===== src/rtl/isquare.sv =====
// Sequential integer squarer: n*n is formed by summing the first n odd numbers,
// one addition per cycle, under a four-state controller.
module isquare #(
    parameter int W = 4
) (
    input  logic             clk,
    input  logic             clr,
    input  logic             start,
    input  logic [W-1:0]     n,
    output logic [2*W-1:0]   sq,
    output logic             busy,
    output logic             done
);

    typedef enum logic [1:0] {
        S_IDLE = 2'd0,
        S_LOAD = 2'd1,
        S_ADD  = 2'd2,
        S_DONE = 2'd3
    } state_t;

    state_t           state_q, state_d;
    logic [W-1:0]     nreg_q, nreg_d;
    logic [W-1:0]     cnt_q, cnt_d;
    logic [W:0]       del_q, del_d;
    logic [2*W-1:0]   acc_q, acc_d;
    logic [2*W-1:0]   sq_q, sq_d;

    always_ff @(posedge clk) begin
        if (clr) begin
            state_q <= S_IDLE;
            nreg_q  <= '0;
            cnt_q   <= '0;
            del_q   <= (W+1)'(1);
            acc_q   <= '0;
            sq_q    <= '0;
        end else begin
            state_q <= state_d;
            nreg_q  <= nreg_d;
            cnt_q   <= cnt_d;
            del_q   <= del_d;
            acc_q   <= acc_d;
            sq_q    <= sq_d;
        end
    end

    always_comb begin
        state_d = state_q;
        nreg_d  = nreg_q;
        cnt_d   = cnt_q;
        del_d   = del_q;
        acc_d   = acc_q;
        sq_d    = sq_q;
        busy    = (state_q != S_IDLE);
        done    = 1'b0;
        unique case (state_q)
            S_IDLE: begin
                if (start) begin
                    nreg_d  = n;
                    state_d = S_LOAD;
                end
            end
            S_LOAD: begin
                cnt_d   = nreg_q;
                acc_d   = '0;
                del_d   = (W+1)'(1);
                state_d = S_ADD;
            end
            S_ADD: begin
                // del walks 1,3,5,...; after nreg additions acc holds nreg^2
                if (cnt_q != '0) begin
                    acc_d = acc_q + (2*W)'(del_q);
                    del_d = del_q + (W+1)'(2);
                    cnt_d = cnt_q - W'(1);
                end else begin
                    sq_d    = acc_q;
                    state_d = S_DONE;
                end
            end
            S_DONE: begin
                done    = 1'b1;
                state_d = S_IDLE;
            end
            default: state_d = S_IDLE;
        endcase
    end

    assign sq = sq_q;

endmodule


===== config.mk =====
export PLATFORM = sky130hd
export DESIGN_NAME = isquare
export DESIGN_NICKNAME = d
export VERILOG_FILES = /design/src/rtl/isquare.sv
export SDC_FILE = /design/constraint.sdc
export NUM_CORES = 1
export LEC_CHECK = 0
export ABC_AREA = 1
export CAP_MARGIN = 20
export CORE_AREA = 2 2 58 60
export CTS_CLUSTER_DIAMETER = 30
export DETAILED_ROUTE_END_ITERATION = 16
export DIE_AREA = 0 0 60 62
export HOLD_SLACK_MARGIN = 0.05
export PLACE_DENSITY = 0.74
export SYNTH_ARGS = -nofsm -noshare
export SYNTH_HDL_FRONTEND = slang
export SYNTH_SLANG_ARGS = --single-unit

===== constraint.sdc =====
create_clock -name clk -period 1.57 [get_ports clk]
set_input_delay 0.314 -clock clk [delete_from_list [all_inputs] [get_ports clk]]
set_output_delay 0.314 -clock clk [all_outputs]
set_load 0.02 [all_outputs]

==> reports/qor.txt <==
IO buf count: 16
Crit path cell chain: ha_2 > fa_2 > nand3_2 > nand2_1 > nand2_1 > nand2_1 > a21boi_1 > nor2_1
Share of layout cells above drive strength 1: 16.0%
Routed WL: 3050 um
Nature of the critical path endpoint: flip-flop
Final setup violation count: 0
WHS: 442 ps
Final hold violations: 0
Clock transition at path regs: 100 ps
Overall power: 2.96 mW
HP Class: reg -> reg
Max IR drop VDD: 0.00106 V
Data required, critical path: 1800 ps
Initial antenna violation count: 0
Antenna Nets Post-Route: 0
Final net count: 263
Synth top area cells: dfxtp_1, nand2_1, ha_1
Die area: 0.00372 mm^2
Status: finished clean
Startpoint class of the critical path: flip-flop
RSZ-0062 raised after global routing: true
Crit path largest cell delay: 370 ps
Post-synth top area cell: dfxtp_1
Skew-Pair Late Insertion Delay: 340 ps
Cell area after layout: 0.00195 mm^2
FMAX: 673 MHz
Avg Cell Area, Syn: 7.58 um^2
Worst EP arrival: 1720 ps
Synth Instances: 212
Min Tclk post-route: 1490 ps
Num rows: 21
Slew margin rel.: 62.2%
Pleak: 0.891 nW
Count of unique library cells instantiated by Yosys: 27
Num CTS Buffers: 5
Seq/Total Area, Yosys: 38.6%
TritonRoute pass-1 iters: 4
Placer congestion estimate: 0.896
Crit share post-route: 94.6%
Total track usage: 18.6%
Post-synth top area share: 38.6%
Synth warn: 0
Starting Density: 50.6%
First-pass GRT wire length: 5040 um
Syn_nets: 233
Die width: 60 um
CTS max path bufs: 2
Antenna cells: 0
Number of max-cap violations: 0
Max Slew Vio Count: 0
Post-synthesis cell area: 0.00161 mm^2
Clock sinks: 31
Detailed-route DRC error count: 0
Area delta synth->final: 21.3%
CORE AREA: 0.00318 mm^2
CTS root buf: clkbuf_4
Die Y: 62 um
Critical-path top delay cell: fa_2
Vias/cell: 4.81
Cell Pwr Density: 1520 mW/mm^2
Commonest non-fill, non-tap cell in the layout: nand2_1
Path type of the worst setup path: reg -> reg
#FFs+latches synth: 31
Largest net degree at the start of global routing: 22
H-tree levels: 2
Crit path max fanout: 3
# hold bufs at CTS: 0
Grt ovf: 0
Number of global-route vias before repair: 1190
Fillers: 288
Worst clock skew: 9.38 ps
CTS tree: done
Io pins: 17
Slew @ Worst Pin: 567 ps
Iter 0 DRT Violations: 45
Vias: 1390
DP Area: 0.00186 mm^2
WL/cell: 10.6 um
DP HPWL: 2240 um
CP dominant cell by count: nand2_1
Most frequent cells in the layout: nand2_1, dfxtp_1, a21oi_1
synth_stat cells:
library cell / number
a21boi_1: 2
a21oi_1: 25
and3_1: 1
buf_2: 2
buf_4: 1
buf_6: 3
clkbuf_1: 1
dfxtp_1: 31
fa_1: 1
ha_1: 13
inv_1: 26
inv_2: 1
inv_4: 1
nand2_1: 44
nand2_2: 1
nand2_4: 1
nand3_1: 11
nand3_2: 1
nand3b_1: 3
nand4_1: 1
nor2_1: 14
nor2_2: 1
nor2_8: 1
o21ai_0: 23
o31ai_1: 1
xnor2_1: 1
xor2_1: 1
path summary, 6_finish.rpt:
| kind | startpoint | endpoint | slack, ps | cells past startpoint |
|---|---|---|---|---|
| worst max-delay path | del_q[0] | acc_q[6] | 80 | 8 |
| worst min-delay path | sq[4] | sq[4] | 440 | 2 |
| worst max register to register | del_q[0] | acc_q[6] | 80 | 8 |
| worst min register to register | sq[4] | sq[4] | 440 | 2 |
flip-flops by register name (all words and copies together) (netlist names):
signal   flops
cnt_q        4
state_q      2
acc_q        8
del_q        5
sq           8
nreg_q       4
logic make-up (layout without fill, tap and decap cells):
| logic type | count (synthesis) | in the layout | share of synthesized area (%) |
|---|---|---|---|
| xor+xnor | 2 | 2 | 1.09 |
| simple gates | 79 | 79 | 22.5 |
| flops | 31 | 31 | 38.6 |
| fa+ha+maj | 14 | 14 | 11.4 |
| buf+inv | 35 | 66 | 10.1 |
| compound gates | 51 | 51 | 16.3 |
metrics by stage:
stage	TNS, ps	utilization [%]	std cells	setup WS, ps
after floorplan	0	-	212	124
after global placement	0	58.5	279	5.09
after detailed placement	-125	58.5	279	-34.3
after CTS	0	60.4	287	14.8
after global routing	-9.55	61.4	289	-5.52
final	0	61.4	289	84.9
per-layer routing:
layer  global-route usage [%]  share of wire [%]  wire length [um]  vias up
li1                         -                  -                 -      748
met1                     23.9                 51              1540      608
met2                     28.7                 44              1330       28
met3                     6.21                4.0               121        6
met4                     7.62                1.9                57        0
met5                        0                  0                 0        -
power by group:
group          leakage, nW  internal, mW  switching [mW]
combinational        0.599         0.562           0.793
sequential           0.254         0.967           0.101
clock               0.0386         0.263           0.270
worst max-delay path: cells and delay by family, from the launching register on:
family	cells	cell delay (ps)
AOI/OAI and AO/OA	1	120
adders and majority gates	2	580
DFF	1	330
and+or+nand+nor	5	350
layout make-up:
| class | instances | area, um^2 | area share, % |
|---|---|---|---|
| timing repair buffer | 30 | 248 | 12.7 |
| sequential | 31 | 623 | 31.9 |
| multi-input combinational | 146 | 840 | 43.0 |
| inverter | 28 | 114 | 5.84 |
| clock buffer | 8 | 68.8 | 3.53 |
| tap | 46 | 57.6 | 2.95 |
repair_timing:
action                     4_1_cts  5_1_grt
buffers inserted                 0        2
gates resized for setup         17       11
setup endpoints to repair       12       23
Power figures use the tool's default switching activity.
